## src/rtl/hazard_ctrl_pkg.sv

```systemverilog
// -----------------------------------------------------------------------------
// hazard_ctrl_pkg
// Shared definitions for the pipeline hazard sequencer:
//   - hz_state_t   : sequencer FSM state encoding (also exported as debug port)
//   - hz_ctrl_t    : bundle of pipeline control outputs
//   - CTRL_*       : canned control bundles for each hazard response
//   - vector / register constants used by the surrounding MIPS core
// -----------------------------------------------------------------------------
package hazard_ctrl_pkg;

    typedef enum logic [1:0] {
        ST_RUN      = 2'd0,
        ST_LU_STALL = 2'd1,
        ST_MEM_WAIT = 2'd2,
        ST_IRQ_HOLD = 2'd3
    } hz_state_t;

    localparam logic [31:0] IRQ_VECTOR = 32'h8000_0004;
    localparam logic [31:0] EXC_VECTOR = 32'h8000_0008;
    localparam logic [4:0]  REG_K0     = 5'd26;
    localparam logic [4:0]  REG_RA     = 5'd31;

    typedef struct packed {
        logic pc_write;
        logic if_id_write;
        logic if_id_flush;
        logic id_ex_flush;
        logic ex_mem_hold;
        logic mem_wb_flush;
        logic irq_take;
        logic bus_err;
    } hz_ctrl_t;

    // Normal flow: PC and IF/ID advance, nothing squashed.
    localparam hz_ctrl_t CTRL_DEFAULT = '{pc_write: 1'b1, if_id_write: 1'b1, default: 1'b0};

    // Memory not ready: freeze front end and EX/MEM (ID/EX follows ex_mem_hold),
    // and push a bubble into WB so the pending access is not retired twice.
    localparam hz_ctrl_t CTRL_MEM_STALL = '{ex_mem_hold: 1'b1, mem_wb_flush: 1'b1, default: 1'b0};

    // Taken branch in EX: squash the two younger instructions.
    localparam hz_ctrl_t CTRL_BRANCH = '{pc_write: 1'b1, if_id_write: 1'b1, if_id_flush: 1'b1,
                                         id_ex_flush: 1'b1, default: 1'b0};

    // Load-use: hold PC and IF/ID, insert one bubble into EX.
    localparam hz_ctrl_t CTRL_LU_STALL = '{id_ex_flush: 1'b1, default: 1'b0};

endpackage

```

## src/rtl/hazard_ctrl_hazard_detect.sv

```systemverilog
// -----------------------------------------------------------------------------
// hazard_detect
// Combinational load-use hazard compare between the load in EX and the
// source registers of the instruction in ID. $0 is never a real dependency.
// Ports:
//   id_valid        in  ID holds a real instruction
//   id_rs, id_rt    in  ID source registers
//   id_uses_rt      in  ID instruction actually reads Rt
//   id_ex_memread   in  EX instruction is a load
//   id_ex_writereg  in  EX destination register
//   lu_hazard       out load-use hazard present
// -----------------------------------------------------------------------------
module hazard_detect (
    input  logic       id_valid,
    input  logic [4:0] id_rs,
    input  logic [4:0] id_rt,
    input  logic       id_uses_rt,
    input  logic       id_ex_memread,
    input  logic [4:0] id_ex_writereg,
    output logic       lu_hazard
);

    logic [4:0] rs_eq_bits;
    logic [4:0] rt_eq_bits;
    logic       rs_match;
    logic       rt_match;
    logic       dest_nonzero;

    genvar gi;
    generate
        for (gi = 0; gi < 5; gi++) begin : g_cmp
            assign rs_eq_bits[gi] = id_ex_writereg[gi] ~^ id_rs[gi];
            assign rt_eq_bits[gi] = id_ex_writereg[gi] ~^ id_rt[gi];
        end
    endgenerate

    assign rs_match     = &rs_eq_bits;
    assign rt_match     = (&rt_eq_bits) & id_uses_rt;
    assign dest_nonzero = |id_ex_writereg;

    assign lu_hazard = id_valid & id_ex_memread & dest_nonzero & (rs_match | rt_match);

endmodule

```

## src/rtl/hazard_ctrl.sv

```systemverilog
// -----------------------------------------------------------------------------
// hazard_ctrl
// Central stall/flush sequencer for the 5-stage MIPS pipeline. Handles the
// hazards forwarding cannot cover: load-use, taken branches (EX), jumps (ID),
// multi-cycle memory waits with timeout, and interrupt entry.
// Ports:
//   clk, reset_b       clock, asynchronous active-low reset
//   id_*               instruction in ID (valid, sources, jump)
//   id_ex_*            load/destination info of instruction in EX
//   ex_branch_taken    branch in EX resolved taken
//   mem_req/mem_ready  MEM-stage access handshake
//   irq_req/irq_enable level interrupt request / interrupts allowed
//   cnt_clr            synchronous clear of stall_cycles
//   pc_write, if_id_write, if_id_flush, id_ex_flush, ex_mem_hold,
//   mem_wb_flush       pipeline register controls
//   irq_take           one-cycle interrupt entry
//   bus_err            one-cycle memory timeout pulse
//   state              FSM state (debug)
//   stall_cycles       saturating count of cycles with pc_write=0
// -----------------------------------------------------------------------------
module hazard_ctrl
    import hazard_ctrl_pkg::*;
#(
    parameter int MAX_WAIT = 16,
    parameter int CNT_W    = 16
) (
    input  logic             clk,
    input  logic             reset_b,
    input  logic             id_valid,
    input  logic [4:0]       id_rs,
    input  logic [4:0]       id_rt,
    input  logic             id_uses_rt,
    input  logic             id_jump,
    input  logic             id_ex_memread,
    input  logic [4:0]       id_ex_writereg,
    input  logic             ex_branch_taken,
    input  logic             mem_req,
    input  logic             mem_ready,
    input  logic             irq_req,
    input  logic             irq_enable,
    input  logic             cnt_clr,
    output logic             pc_write,
    output logic             if_id_write,
    output logic             if_id_flush,
    output logic             id_ex_flush,
    output logic             ex_mem_hold,
    output logic             mem_wb_flush,
    output logic             irq_take,
    output logic             bus_err,
    output logic [1:0]       state,
    output logic [CNT_W-1:0] stall_cycles
);

    localparam int WAIT_W = $clog2(MAX_WAIT + 1);

    hz_state_t         state_reg;
    hz_state_t         state_next;
    logic [WAIT_W-1:0] wait_cnt_reg;
    logic [WAIT_W-1:0] wait_cnt_next;
    logic [CNT_W-1:0]  stall_cnt_reg;
    hz_ctrl_t          ctrl;

    logic lu_hazard;
    logic mem_stall;
    logic irq_ok;

    hazard_detect u_hazard_detect (
        .id_valid       (id_valid),
        .id_rs          (id_rs),
        .id_rt          (id_rt),
        .id_uses_rt     (id_uses_rt),
        .id_ex_memread  (id_ex_memread),
        .id_ex_writereg (id_ex_writereg),
        .lu_hazard      (lu_hazard)
    );

    assign mem_stall = mem_req & ~mem_ready;
    // Taking an IRQ on a bubble or a jump would save the wrong return PC,
    // so entry is deferred until a plain instruction sits in ID.
    assign irq_ok    = irq_req & irq_enable & id_valid & ~id_jump;

    always_comb begin
        ctrl          = CTRL_DEFAULT;
        state_next    = state_reg;
        wait_cnt_next = wait_cnt_reg;

        case (state_reg)
            ST_RUN: begin
                if (mem_stall) begin
                    ctrl          = CTRL_MEM_STALL;
                    state_next    = ST_MEM_WAIT;
                    wait_cnt_next = WAIT_W'(1);
                end else if (ex_branch_taken) begin
                    ctrl = CTRL_BRANCH;
                end else if (irq_ok) begin
                    ctrl.irq_take    = 1'b1;
                    ctrl.if_id_flush = 1'b1;
                    state_next       = ST_IRQ_HOLD;
                end else if (lu_hazard) begin
                    ctrl       = CTRL_LU_STALL;
                    state_next = ST_LU_STALL;
                end else if (id_jump) begin
                    ctrl.if_id_flush = 1'b1;
                end
            end

            // EX holds the bubble we inserted, so only memory and branch
            // events can matter for this single cycle.
            ST_LU_STALL: begin
                state_next = ST_RUN;
                if (mem_stall) begin
                    ctrl          = CTRL_MEM_STALL;
                    state_next    = ST_MEM_WAIT;
                    wait_cnt_next = WAIT_W'(1);
                end else if (ex_branch_taken) begin
                    ctrl = CTRL_BRANCH;
                end
            end

            ST_MEM_WAIT: begin
                if (mem_ready) begin
                    state_next    = ST_RUN;
                    wait_cnt_next = '0;
                end else if (wait_cnt_reg >= WAIT_W'(MAX_WAIT)) begin
                    // Abandon the access: release the pipeline, bubble WB.
                    ctrl.bus_err      = 1'b1;
                    ctrl.mem_wb_flush = 1'b1;
                    state_next        = ST_RUN;
                    wait_cnt_next     = '0;
                end else begin
                    ctrl          = CTRL_MEM_STALL;
                    wait_cnt_next = wait_cnt_reg + WAIT_W'(1);
                end
            end

            // Interrupt entry in flight: block further IRQs until the core is
            // running kernel code (irq_enable drops). Normal hazards still apply;
            // a load-use stall here is resolved in place without leaving the state.
            ST_IRQ_HOLD: begin
                if (mem_stall) begin
                    ctrl          = CTRL_MEM_STALL;
                    state_next    = ST_MEM_WAIT;
                    wait_cnt_next = WAIT_W'(1);
                end else begin
                    if (!irq_enable) begin
                        state_next = ST_RUN;
                    end
                    if (ex_branch_taken) begin
                        ctrl = CTRL_BRANCH;
                    end else if (lu_hazard) begin
                        ctrl = CTRL_LU_STALL;
                    end else if (id_jump) begin
                        ctrl.if_id_flush = 1'b1;
                    end
                end
            end

            default: begin
                state_next    = ST_RUN;
                wait_cnt_next = '0;
            end
        endcase
    end

    always_ff @(posedge clk or negedge reset_b) begin
        if (!reset_b) begin
            state_reg    <= ST_RUN;
            wait_cnt_reg <= '0;
        end else begin
            state_reg    <= state_next;
            wait_cnt_reg <= wait_cnt_next;
        end
    end

    always_ff @(posedge clk or negedge reset_b) begin
        if (!reset_b) begin
            stall_cnt_reg <= '0;
        end else if (cnt_clr) begin
            stall_cnt_reg <= '0;
        end else if (!ctrl.pc_write && (stall_cnt_reg != {CNT_W{1'b1}})) begin
            stall_cnt_reg <= stall_cnt_reg + CNT_W'(1);
        end
    end

    assign pc_write     = ctrl.pc_write;
    assign if_id_write  = ctrl.if_id_write;
    assign if_id_flush  = ctrl.if_id_flush;
    assign id_ex_flush  = ctrl.id_ex_flush;
    assign ex_mem_hold  = ctrl.ex_mem_hold;
    assign mem_wb_flush = ctrl.mem_wb_flush;
    assign irq_take     = ctrl.irq_take;
    assign bus_err      = ctrl.bus_err;
    assign state        = state_reg;
    assign stall_cycles = stall_cnt_reg;

endmodule

```

## config.mk

```make
export PLATFORM = sky130hd
export DESIGN_NAME = hazard_ctrl
export DESIGN_NICKNAME = d
export VERILOG_FILES = /design/src/rtl/hazard_ctrl_pkg.sv /design/src/rtl/hazard_ctrl_hazard_detect.sv /design/src/rtl/hazard_ctrl.sv
export SDC_FILE = /design/constraint.sdc
export NUM_CORES = 1
export LEC_CHECK = 0
export ABC_AREA = 1
export CAP_MARGIN = 20
export CORE_ASPECT_RATIO = 0.7
export CORE_UTILIZATION = 25
export CTS_BUF_LIST = sky130_fd_sc_hd__clkbuf_16
export CTS_CLUSTER_SIZE = 10
export DETAILED_ROUTE_END_ITERATION = 16
export SLEW_MARGIN = 10
export SYNTH_ARGS = -nofsm -noshare
export SYNTH_HDL_FRONTEND = slang
export SYNTH_SLANG_ARGS = --single-unit
```

## constraint.sdc

```tcl
create_clock -name clk -period 2 [get_ports clk]
set_input_delay 0.3 -clock clk [delete_from_list [all_inputs] [get_ports clk]]
set_output_delay 0.3 -clock clk [all_outputs]
set_load 0.005 [all_outputs]
```

==> qor.csv, run 1 <==
stage,metric,value,unit
run_status,status,completed,
setup_path,cp.depth,10,
setup_path,start_kind,primary input,
synth,synthCells,278,
global_routing,gr-total-overflow,0,
run,cap_violations,0,
floorplanning,core-area,6940,um2
synth,synth_fp_nets,308,
cts,clkSlewWorstSetupHoldPaths,0.07,ns
synth,seq_area_frac_synth,0.312,
timing,rsz0062_at_grt,yes,
synth,syn_area,1840,um2
routing,wire_per_inst,11.0,um
cts,cts_root_buf,clkbuf_16,
routing,drtIter0Drc,85,
floorplanning,die_height,73.8,um
routing,drt-vias-per-instance,4.37,
cts,cts_buffer_depth,2,
pwr,pwr-share-clk,0.175,
global_routing,grt_usage,0.137,
global_routing,grt_pass1_vias,1910,
routing,vias,1998,
global_routing,antenna_found_initial,0,
routing,drc,0,
synth,yosys_register_bits,23,
setup_path,crit_family,buffers and inverters,
setup_path,r2r-start,state[1],
pwr,pwr-share-seq,0.261,
setup_path,worst-path-buf-inv,6,
pwr,switching_share,0.386,
timing,finalClockSkew,0.00884,ns
timing,period_share,0.972,
setup_path,crit_required,1.70,ns
pwr,p_total,0.00252,W
pwr,ir_drop,0.455,mV
timing,setup-violations-final,0,
setup_path,worstSetupPathType,in -> out,
final_layout,syn_to_final_growth,57.0,%
pwr,leakagePower,1.53,nW
routing,drt_first_pass_iters,4,
floorplanning,ios,53,
setup_path,r2r-end,stall_cycles[1],
routing,wl,5.02,mm
placed_design,dpl.hpwl,3.70,mm
cts,numClockSinks,23,
timing,slew_headroom,0.625,
cts,clock_latency,0.26,ns
setup_path,critical_path.cell_chain,clkdlybuf4s50_1 -> inv_1 -> nor2_2 -> inv_2 -> buf_6 -> nand2_4 -> inv_4 -> o21ai_1 -> a31oi_1 -> clkdlybuf4s15_2,
final_layout,num-nets-final,394,
pwr,powerDensity,869,nW/um2
setup_path,rrSetupSlack,0.17,ns
final_layout,final_util,0.417,
pwr,switching_power,0.000971,W
final_layout,post-route-cell-area,2890,um2
setup_path,end_kind,primary output,
setup_path,cp.arrival,1.64,ns
worst_hold_path,min_path_type,in -> async,
pwr,p_comb_frac,0.563,
final_layout,nFillCells,720,
synth,yosys_warnings,0,
placed_design,place_area,2620,um2
setup_path,crit_fanout,3,
synth,yosysUniqueCellTypes,34,
timing,hold_viol,0,
floorplanning,fp.dieW,105,um
cts,htreeDepth,1,
placed_design,io_buffers,52,
floorplanning,initial_utilization,0.265,
global_routing,grt_first_pass_wirelength,8.68,mm
routing,ant_nets,0,
timing,worst_slew_pin_slew,0.560,ns
floorplanning,dieArea,7720,um2
timing,fin_crit,1.94,ns
setup_path,max_stage_delay,0.46,ns
final_layout,num_antenna_cells,0,
pwr,p_int,0.00154,W
synth,synth_area_per_cell,6.63,um2
cts,cts_tree,done,
timing,slew_viol_final,0,
timing,max_freq,515,MHz
final_layout,layout-drive-gt1-share,0.240,
cts,cts_buffers,3,
global_routing,grt_max_degree,24,
final_layout,largest_reg_flops,16,
setup_path,r2r_cells,12,
setup_path,startpoint,mem_req,
floorplanning,rows,25,
placed_design,finalWeightedCongestion,0.842,
setup_path,critPathSlowestCell,clkdlybuf4s50_1,
==> layer usage <==
layer	up-vias	wire length [um]	global-route usage
met4	0	8	0.00939
met3	2	219	0.0293
met2	38	2230	0.232
li1	1048	-	-
met5	-	0	0
met1	910	2560	0.189
==> how the worst max path moves through the flow <==
stage	end	slack (ns)
2_1_floorplan	stall_cycles[6]	0.22
3_3_place_gp	if_id_flush	-0.44
3_5_place_dp	if_id_flush	-0.48
4_1_cts	stall_cycles[3]	-0.09
5_1_grt	id_ex_flush	-0.02
6_report	id_ex_flush	0.06
==> placed cells by master, fill, tap and decap left out, types with 2 or more instances in the layout <==
| cell | n |
|---|---|
| nand3_2 | 8 |
| nand2_1 | 79 |
| inv_2 | 7 |
| nand3_4 | 2 |
| nand4_1 | 5 |
| ha_1 | 2 |
| nor2_4 | 2 |
| nand2_4 | 4 |
| a21oi_1 | 4 |
| dlygate4sd2_1 | 12 |
| xnor2_1 | 4 |
| buf_4 | 23 |
| nand3_1 | 17 |
| buf_6 | 11 |
| a31oi_1 | 2 |
| nand2_2 | 5 |
| clkbuf_2 | 5 |
| inv_1 | 37 |
| dfrtp_1 | 22 |
| o22ai_1 | 2 |
| clkdlybuf4s50_1 | 26 |
| clkbuf_16 | 3 |
| nor3_1 | 2 |
| buf_2 | 2 |
| nor2_1 | 30 |
| o21ai_0 | 7 |
| nor4_1 | 3 |
| dlymetal6s2s_1 | 5 |
| o21ai_1 | 3 |
| xor2_1 | 8 |
| nor2_2 | 5 |
==> worst reg2reg max path, delay by kind of cell (launching register included) <==
kind / cells / cell delay, ns
AND/OR/NAND/NOR: 6 / 0.64
flip-flops: 1 / 0.40
buffers and inverters: 6 / 0.71
==> power groups by stage <==
stage | combinational, W | clock [W] | sequential (W)
6_report | 0.00142 | 0.000441 | 0.000658
3_5_place_dp | 0.00114 | 0 | 0.000646
3_3_place_gp | 0.00113 | 0 | 0.000645
2_1_floorplan | 0.000578 | 0 | 0.000636
4_1_cts | 0.00131 | 0.000460 | 0.000644
5_1_grt | 0.00156 | 0.000480 | 0.000676
==> cells in the mapped netlist, drive strengths merged <==
library cell | n | area [um2]
nor2 | 37 | 146
inv | 45 | 169
buf | 5 | 46.3
xnor2 | 4 | 35.0
clkinv | 1 | 3.75
a31oi | 2 | 12.5
nand2 | 88 | 343
dfrtp | 23 | 576
nand4 | 6 | 43.8
o22ai | 2 | 12.5
o211ai | 1 | 7.51
nor4 | 3 | 18.8
a21o | 1 | 7.51
a21oi | 5 | 36.3
nand3 | 27 | 158
xor2 | 8 | 70.1
nor3 | 3 | 26.3
and3 | 1 | 6.26
o21ai | 10 | 50.1
nand3b | 1 | 20.0
dlygate4sd3 | 1 | 10.0
ha | 3 | 37.5
nor3b | 1 | 7.51
==> cell families (layout without fill, tap and decap cells) <==
group / after synthesis / in the layout / share of synthesized area
XOR/XNOR: 12 / 12 / 0.0570
adder cells (fa/ha/maj): 3 / 3 / 0.0204
AO/OA/AOI/OAI: 21 / 21 / 0.0686
AND/OR/NAND/NOR: 167 / 168 / 0.418
buffers and inverters: 52 / 136 / 0.124
flip-flops: 23 / 23 / 0.312
==> repair_timing <==
action	in CTS	in global routing
endpoints found under the hold margin	0	0
hold buffers	0	0
pin swaps	21	14
gates cloned	1	0
setup buffers	8	3
endpoints found under the setup margin	8	22
resized for setup	49	43
==> cell type report <==
type                            count  area [um2]  area share
Tap cell                           94         118      0.0406
Multi-Input combinational cell    204        1160       0.402
Sequential cell                    23         577       0.199
Timing Repair Buffer               86         781       0.270
Inverter                           46         175      0.0605
Clock inverter                      1        5.00     0.00173
Clock buffer                        3        75.1      0.0259
==> through the flow <==
stage	hold slack [ns]	TNS [ns]	cells	setup slack [ns]
6_report	0.392	0	457	0.0569
5_1_grt	0.432	-0.0416	457	-0.0189
4_1_cts	0.408	-1.08	456	-0.0945
3_5_place_dp	0.554	-5.57	444	-0.482
3_3_place_gp	0.547	-4.57	444	-0.439
2_1_floorplan	0.00441	0	278	0.220
Note: power is estimated with default switching activity, not from simulation.
==> run 2, diff against run 1 <==
Settings changed: CTS_CLUSTER_SIZE 10 to 24, MAX_ROUTING_LAYER from default to met4, SLEW_MARGIN 10 to 20.
==> qor.csv, run 2 (synthesized netlist as in run 1, its figures left out) <==
stage,metric,value,unit,change
floorplanning,ios,53,,unchanged
pwr,switching_share,0.386,,about the same
routing,drt-vias-per-instance,4.36,,was 4.37
global_routing,grt_max_degree,24,,unchanged
timing,rsz0062_at_grt,yes,,unchanged
pwr,leakagePower,1.53,nW,unchanged
global_routing,grt_pass1_vias,1913,,"was 1,910"
final_layout,final_common_cell,nand2_1,,unchanged
run_status,status,completed,,unchanged
cts,cts_buffer_depth,2,,unchanged
setup_path,cp.arrival,1.64,ns,about the same
setup_path,end_kind,primary output,,unchanged
floorplanning,initial_utilization,0.265,,unchanged
final_layout,num_antenna_cells,0,,unchanged
setup_path,crit_required,1.70,ns,about the same
floorplanning,dieArea,7720,um2,unchanged
placed_design,dpl.hpwl,3.70,mm,unchanged
final_layout,syn_to_final_growth,57.0,%,unchanged
global_routing,use_met3,0.0266,,was 0.0293
setup_path,crit_fanout,3,,unchanged
global_routing,use_met1,0.191,,was 0.189
final_layout,final_cell_mix,"79 x nand2_1, 37 x inv_1, 30 x nor2_1",,unchanged
final_layout,fin_cells,457,,unchanged
timing,slew_viol_final,0,,unchanged
timing,hold_viol,0,,unchanged
timing,fin_setup_tns,0,ns,unchanged
routing,vias,1991,,"was 1,998"
floorplanning,die_height,73.8,um,unchanged
routing,drt_first_pass_iters,4,,unchanged
timing,period_share,0.972,,unchanged
setup_path,rrSetupSlack,0.17,ns,about the same
global_routing,antenna_found_initial,0,,unchanged
final_layout,num-nets-final,394,,unchanged
pwr,pwr-share-clk,0.176,,was 0.175
pwr,switching_power,0.000972,W,was 0.000971 W
global_routing,grt_usage,0.142,,was 0.137
timing,slew_headroom,0.625,,about the same
global_routing,busiest_layer,met2,,unchanged
final_layout,nFillCells,720,,unchanged
cts,cts_root_buf,clkbuf_16,,unchanged
cts,ctsHoldBuffers,0,,unchanged
run,cap_violations,0,,unchanged
global_routing,gr-total-overflow,0,,unchanged
routing,ant_nets,0,,unchanged
placed_design,io_buffers,52,,unchanged
global_routing,grtUsageMet2,0.232,,unchanged
cts,cts_tree,done,,unchanged
floorplanning,fp.dieW,105,um,unchanged
cts,clock_latency,0.26,ns,about the same
timing,fin_crit,1.94,ns,unchanged
placed_design,finalWeightedCongestion,0.855,,was 0.842
cts,cts_buffers,3,,unchanged
routing,wire_per_inst,11.0,um,about the same
timing,finalClockSkew,0.00887,ns,was 0.00884 ns
timing,setup-violations-final,0,,unchanged
cts,numClockSinks,23,,unchanged
floorplanning,core-area,6940,um2,unchanged
setup_path,worstSetupPathType,in -> out,,unchanged
pwr,p_int,0.00154,W,about the same
final_layout,layout-drive-gt1-share,0.240,,unchanged
pwr,p_comb_frac,0.563,,about the same
timing,worst_slew_pin_slew,0.559,ns,was 0.560 ns
pwr,powerDensity,870,nW/um2,was 869 nW/um2
floorplanning,rows,25,,unchanged
pwr,pwr-share-seq,0.261,,about the same
global_routing,grt_first_pass_wirelength,8.68,mm,unchanged
routing,wl,5.03,mm,was 5.02 mm
pwr,ir_drop,0.455,mV,about the same
setup_path,start_kind,primary input,,unchanged
final_layout,largest_reg_flops,16,,unchanged
placed_design,dpl.cell_count,444,,unchanged
cts,clkSlewWorstSetupHoldPaths,0.07,ns,about the same
worst_hold_path,min_path_type,in -> async,,unchanged
cts,htreeDepth,1,,unchanged
routing,drtIter0Drc,81,,was 85
timing,max_freq,515,MHz,unchanged
routing,drc,0,,unchanged
## run 2: repair_timing
action	in CTS	in global routing
endpoints found under the setup margin	8	22
gates cloned	1	0
buffers inserted	8	3
gates resized for setup	49	43
pin swaps	21	14
## run 2: worst paths after layout
kind,start,endpoint,cells after the start
worst max-delay path,mem_req,id_ex_flush,10
worst min-delay path,reset_b,stall_cycles[11],2
worst max register to register,state[1],stall_cycles[1],12
worst min register to register,wait_cnt_reg[3],wait_cnt_reg[3],2
max in group asynchronous,reset_b,state[0],2
min in group clk,wait_cnt_reg[3],wait_cnt_reg[3],2
## run 2: critical path, cell delays in order
cell	delay, ns
clkdlybuf4s50_1	0.46
inv_1	0.04
nor2_2	0.13
inv_2	0.08
buf_6	0.12
nand2_4	0.06
inv_4	0.04
o21ai_1	0.09
a31oi_1	0.10
clkdlybuf4s15_2	0.22
## run 2: through the flow
step,utilization,setup slack [ns],cell area [um2],total power (W),hold slack [ns]
floorplan,-,0.220,1840,0.00121,0.00441
global placement,0.377,-0.439,2620,0.00178,0.547
detailed placement,0.377,-0.482,2620,0.00179,0.554
CTS,0.405,-0.0945,2810,0.00242,0.408
global route,0.417,-0.0189,2890,0.00272,0.432
finish,0.417,0.0569,2890,0.00252,0.392
## run 2: layer usage
| metal | vias up | part of all wire |
|---|---|---|
| met3 | 0 | 0.037 |
| li1 | 1048 | - |
| met1 | 908 | 0.52 |
| met4 | 0 | 0 |
| met2 | 35 | 0.45 |
| met5 | - | 0 |
## run 2: power by group through the flow
stage	clock (W)	combinational (W)	sequential, W
finish	0.000442	0.00142	0.000658
global route	0.000480	0.00156	0.000676
CTS	0.000460	0.00131	0.000644
detailed placement	0	0.00114	0.000646
global placement	0	0.00113	0.000645
floorplan	0	0.000578	0.000636
## run 2: area by class of cell
class | count | area [um2] | share of cell area
clock buffers | 3 | 75.1 | 0.0259
inverters | 46 | 175 | 0.0605
clock inverters | 1 | 5.00 | 0.00173
well taps | 94 | 118 | 0.0406
repair buffers | 86 | 781 | 0.270
flip-flops and latches | 23 | 577 | 0.199
multi-input cells | 204 | 1160 | 0.402
==> run 3, diff against run 2 <==
Settings changed: SLEW_MARGIN 20 to 40.
==> results of run 3 <==
Final layout, timing and power as in run 2 (identical DEF).
==> variant 1: new RTL, config.mk and constraints of run 1 <==
Make the reset (`reset_b`) synchronous in 2 clocked blocks. Comments in the files are not updated.
--- a/src/rtl/hazard_ctrl.sv
+++ b/src/rtl/hazard_ctrl.sv
@@ -162,7 +162,7 @@
         endcase
     end
 
-    always_ff @(posedge clk or negedge reset_b) begin
+    always_ff @(posedge clk) begin
         if (!reset_b) begin
             state_reg    <= ST_RUN;
             wait_cnt_reg <= '0;
@@ -172,7 +172,7 @@
         end
     end
 
-    always_ff @(posedge clk or negedge reset_b) begin
+    always_ff @(posedge clk) begin
         if (!reset_b) begin
             stall_cnt_reg <= '0;
         end else if (cnt_clr) begin
Behaviour: differs if reset_b is asserted again (counterexample within 4 cycles, from zero or initial values and one cycle with reset_b low); with reset_b held inactive, the same outputs for 10 cycles.
==> variant 1 against run 1 <==
- die area fell by 4.5%
- synthesized area fell by 4.6%
- global-route usage rose by 0.66 points
- sequential cell count did not move
- wire length fell by 1.7%
- design area fell by 6.8%
- worst setup slack improved by 10 ps
- largest cell class unchanged
- highest routed layer unchanged
Power is not compared: it rests on default switching activity, and its combinational part moved more than twofold at a synthesized area within 25%.
==> variant 1: results <==
set metrics [dict create \
    avgSynthCellArea_um2 6.190 \
    place_congestion 0.8300 \
    via_per_inst 4.386 \
    fill_cells 716 \
    synth_top_cells_by_area "dfxtp_1, nand2_1, inv_1, nor2_1, nand4_1" \
    grt_pass1_wl_um 8452 \
    wl_met3_um 171 \
    wire_per_inst_um 10.78 \
    synth_cell_type_count 33 \
    drt_iter0_markers 78 \
    post-place-ws_ps -486.8 \
    drive_above_1_share_pct 15.93 \
    worst_slew_pin_slew_ps 395.2 \
    dr_wl_met2_um 2131 \
    postCtsSetupRepairBufs 6 \
    antenna_found_initial 0 \
    cts.repair.resized 35 \
    netlist_top_cells_count "nand2_1, inv_1, nor2_1" \
    finalCritPeriodShare_pct 96.66 \
    use_met2_pct 23.04 \
    nets 395 \
    dp_hpwl_um 3801 \
    timing.rr.start "stall_cycles[1]$_SDFFE_PP0P_" \
    place_inst 448 \
    yosys_most_used_dff "dfxtp_1" \
    dpl_cell_area_mm2 0.002525 \
    worstHoldPathType "reg2reg" \
    crit_start "id_rs[2]" \
    synth_fa_ha_area_share_pct 2.135 \
    whs_ps 495.6 \
    async_reset_ff_share_pct 0 \
    r2r_setup_slack_ps 220 \
    ys_seq_area_share_pct 26.19 \
    syn_nets 314 \
    drt-met1-wl_um 2608 \
    status "finished clean" \
    skew_ps 3.306 \
    grt_pass1_vias 1895 \
    endpoint "if_id_flush" \
    grt_max_degree 21 \
    r2r_end "stall_cycles[9]$_SDFFE_PP0P_" \
    met3_usage_pct 3.372 \
    power_mw 1.253 \
    synth_compound_area_share_pct 8.612 \
    use_met1_pct 19.87 \
]
==> variant 1: cell types whose count changed after synthesis, sizes merged, moves of 3 or more <==
cell          run 1  this run
a21oi             5        15
dfrtp            23         0
dfxtp             0        23
inv              45        51
nand2            88        72
nand3            27        17
nand4             6        21
nor3              3        10
nor4              3         0
o21ai            10         5
==> variant 1: worst max-delay path: stages <==
cell	delay, ps
clkdlybuf4s50_1	470
xnor2_1	130
nand3_1	110
nand2_2	100
nand3_4	90
a211o_1	300
buf_2	130
==> variant 1: cell type report <==
cell class | count | area (um2) | share of cell area [%]
inverters | 51 | 191.4 | 7.096
multi-input cells | 202 | 1080 | 40.03
flip-flops and latches | 23 | 462.9 | 17.16
clock inverters | 1 | 3.754 | 0.1391
well taps | 94 | 117.6 | 4.360
clock buffers | 3 | 75.07 | 2.783
repair buffers | 84 | 767.0 | 28.43
==> variant 2: new RTL, flow settings as in run 1 <==
Made on the original files. `MAX_WAIT`: 16 -> 64.
--- a/src/rtl/hazard_ctrl.sv
+++ b/src/rtl/hazard_ctrl.sv
@@ -21,7 +21,7 @@
 module hazard_ctrl
     import hazard_ctrl_pkg::*;
 #(
-    parameter int MAX_WAIT = 16,
+    parameter int MAX_WAIT = 64,
     parameter int CNT_W    = 16
 ) (
     input  logic             clk,
Function: same outputs for any inputs over 10 cycles, from zero or initial values and one cycle with reset_b low; that may be too few to reach the edited logic, so the function may still have changed.
==> variant 2 against run 1 <==
- sequential cell count is 2 higher
- synthesized area is 6.7% higher
- utilization is 3.8 points lower
- total power is 17% lower
- count of clock-buffer cells in the layout stayed put
- synthesized cell count is 5.0% higher
- worst setup slack better by 9.1 ps
- design area is 2.6% lower
- wire length is 1.1% lower
- largest cell class unchanged
- highest routed layer unchanged
==> variant 2: results <==
set metrics [dict create \
    grt_max_degree 26 \
    cts_buffers 3 \
    drive_above_1_share_pct 20.05 \
    ys_seq_area_share_pct 31.83 \
    r2r_setup_slack_ps 240 \
    worst_ir_drop_vdd_mv 0.4832 \
    dp_hpwl_um 3998 \
    cp_max_fo 4 \
    netlist_top_cells_count "nand2_1, inv_1, nor2_1" \
    synth_top_cells_by_area "dfrtp_1, nand2_1, inv_1, nand3_1, nand2_2" \
    nets 395 \
    synth_warnings 0 \
    cts_max_level 1 \
    async_reset_ff_share_pct 100.0 \
    drt_iter0_markers 70 \
    grt_pass1_wl_um 8480 \
    synth_cell_type_count 34 \
    place_congestion 0.8078 \
    clock_latency_ps 260 \
    critical_path_arrival_ps 1630 \
    synth_top_area_share_pct 31.83 \
    ctsRootBufferMaster "clkbuf_16" \
    worstHoldPathType "in2async" \
    r2r_end "stall_cycles[5]$_DFFE_PN0P_" \
    dpl_cell_area_mm2 0.002738 \
    clk_pin_slew_ps 60 \
    worst_slew_pin_slew_ps 375.5 \
    timing.rr.start "stall_cycles[0]$_DFFE_PN0P_" \
    antenna_cells 0 \
    clock_path_buffers 2 \
    largest_reg_flops 16 \
    status "finished clean" \
    skew_ps 2.390 \
    via_per_inst 4.346 \
    grt_pass1_vias 1857 \
    antenna_found_initial 0 \
    track_usage_pct 12.45 \
    numPortBuffers 52 \
    dr.pass1.iters 4 \
    syn_nets 322 \
    power_leakage_nw 1.384 \
    worstRegToRegCells 8 \
    wire_per_inst_um 10.75 \
    fill_cells 758 \
]
==> variant 2: critical path, cell delays in order <==
cell and delay, ps:
clkdlybuf4s50_1 490, inv_1 70, nand2_2 100, buf_4 120
nand2_1 70, buf_4 140, nand2_1 60, inv_1 30
dlygate4sd2_1 260
==> variant 2: worst max path at each step <==
stage	start	slack (ps)	depth (start not counted)	endpoint
after floorplan	stall_cycles[0]$_DFFE_PN0P_	380	9	stall_cycles[10]$_DFFE_PN0P_
after global placement	id_ex_writereg[0]	-310	11	pc_write
after detailed placement	id_ex_writereg[0]	-330	11	pc_write
after CTS	state[0]$_DFFE_PN0P_	2	6	bus_err
after global routing	mem_ready	-2	9	ex_mem_hold
final	mem_ready	70	9	ex_mem_hold
==> variant 2: timing repair <==
| item | in CTS | in global routing |
|---|---|---|
| pin swaps | 3 | 4 |
| buffers inserted | 0 | 1 |
| resized for setup | 23 | 8 |
| hold buffers | 0 | 0 |
| setup endpoints to repair | 6 | 6 |
==> variant 2: per-stage QoR <==
step           setup WS, ps  cells  hold slack (ps)  setup TNS [ps]
4_1_cts               2.188    461            432.6               0
5_1_grt              -2.242    462            445.9          -2.242
6_report              66.00    462            411.0               0
3_5_place_dp         -332.7    457            531.4           -3811
3_3_place_gp         -305.3    457            522.1           -2954
2_1_floorplan         383.0    292            4.409               0
==> variant 2: report_power, final <==
part,leakage [nW],switching [mW],internal (mW)
logic,1.00,0.495,0.483
clock network,0.0423,0.174,0.267
registers,0.340,0.0935,0.583
==> variant 2: per-layer routing <==
| layer | track usage [%] | wire, um | vias up |
|---|---|---|---|
| li1 | - | - | 1060 |
| met1 | 18.35 | 2617 | 908 |
| met2 | 19.24 | 2138 | 38 |
| met3 | 2.310 | 197 | 2 |
| met4 | 1.370 | 12 | 0 |
| met5 | 0 | 0 | - |
==> variant 2: final cells by class <==
type                       instances  area (um2)  area share [%]
clock buffer                       3       75.07           2.662
clock inverter                     1       3.754          0.1331
inverter                          48       180.2           6.389
multi-input combinational        213        1145           40.59
sequential                        25       625.6           22.18
tap                               98       122.6           4.348
timing repair buffer              74       668.1           23.69
==> variant 2: logic make-up (layout without fill, tap and decap cells) <==
family,Yosys count,count (layout),share of synthesized area (%)
compound gates,20,20,6.175
xor+xnor,10,10,4.456
fa+ha+maj,3,3,1.910
buf+inv,54,126,11.27
flops,25,25,31.83
simple gates,180,180,44.37
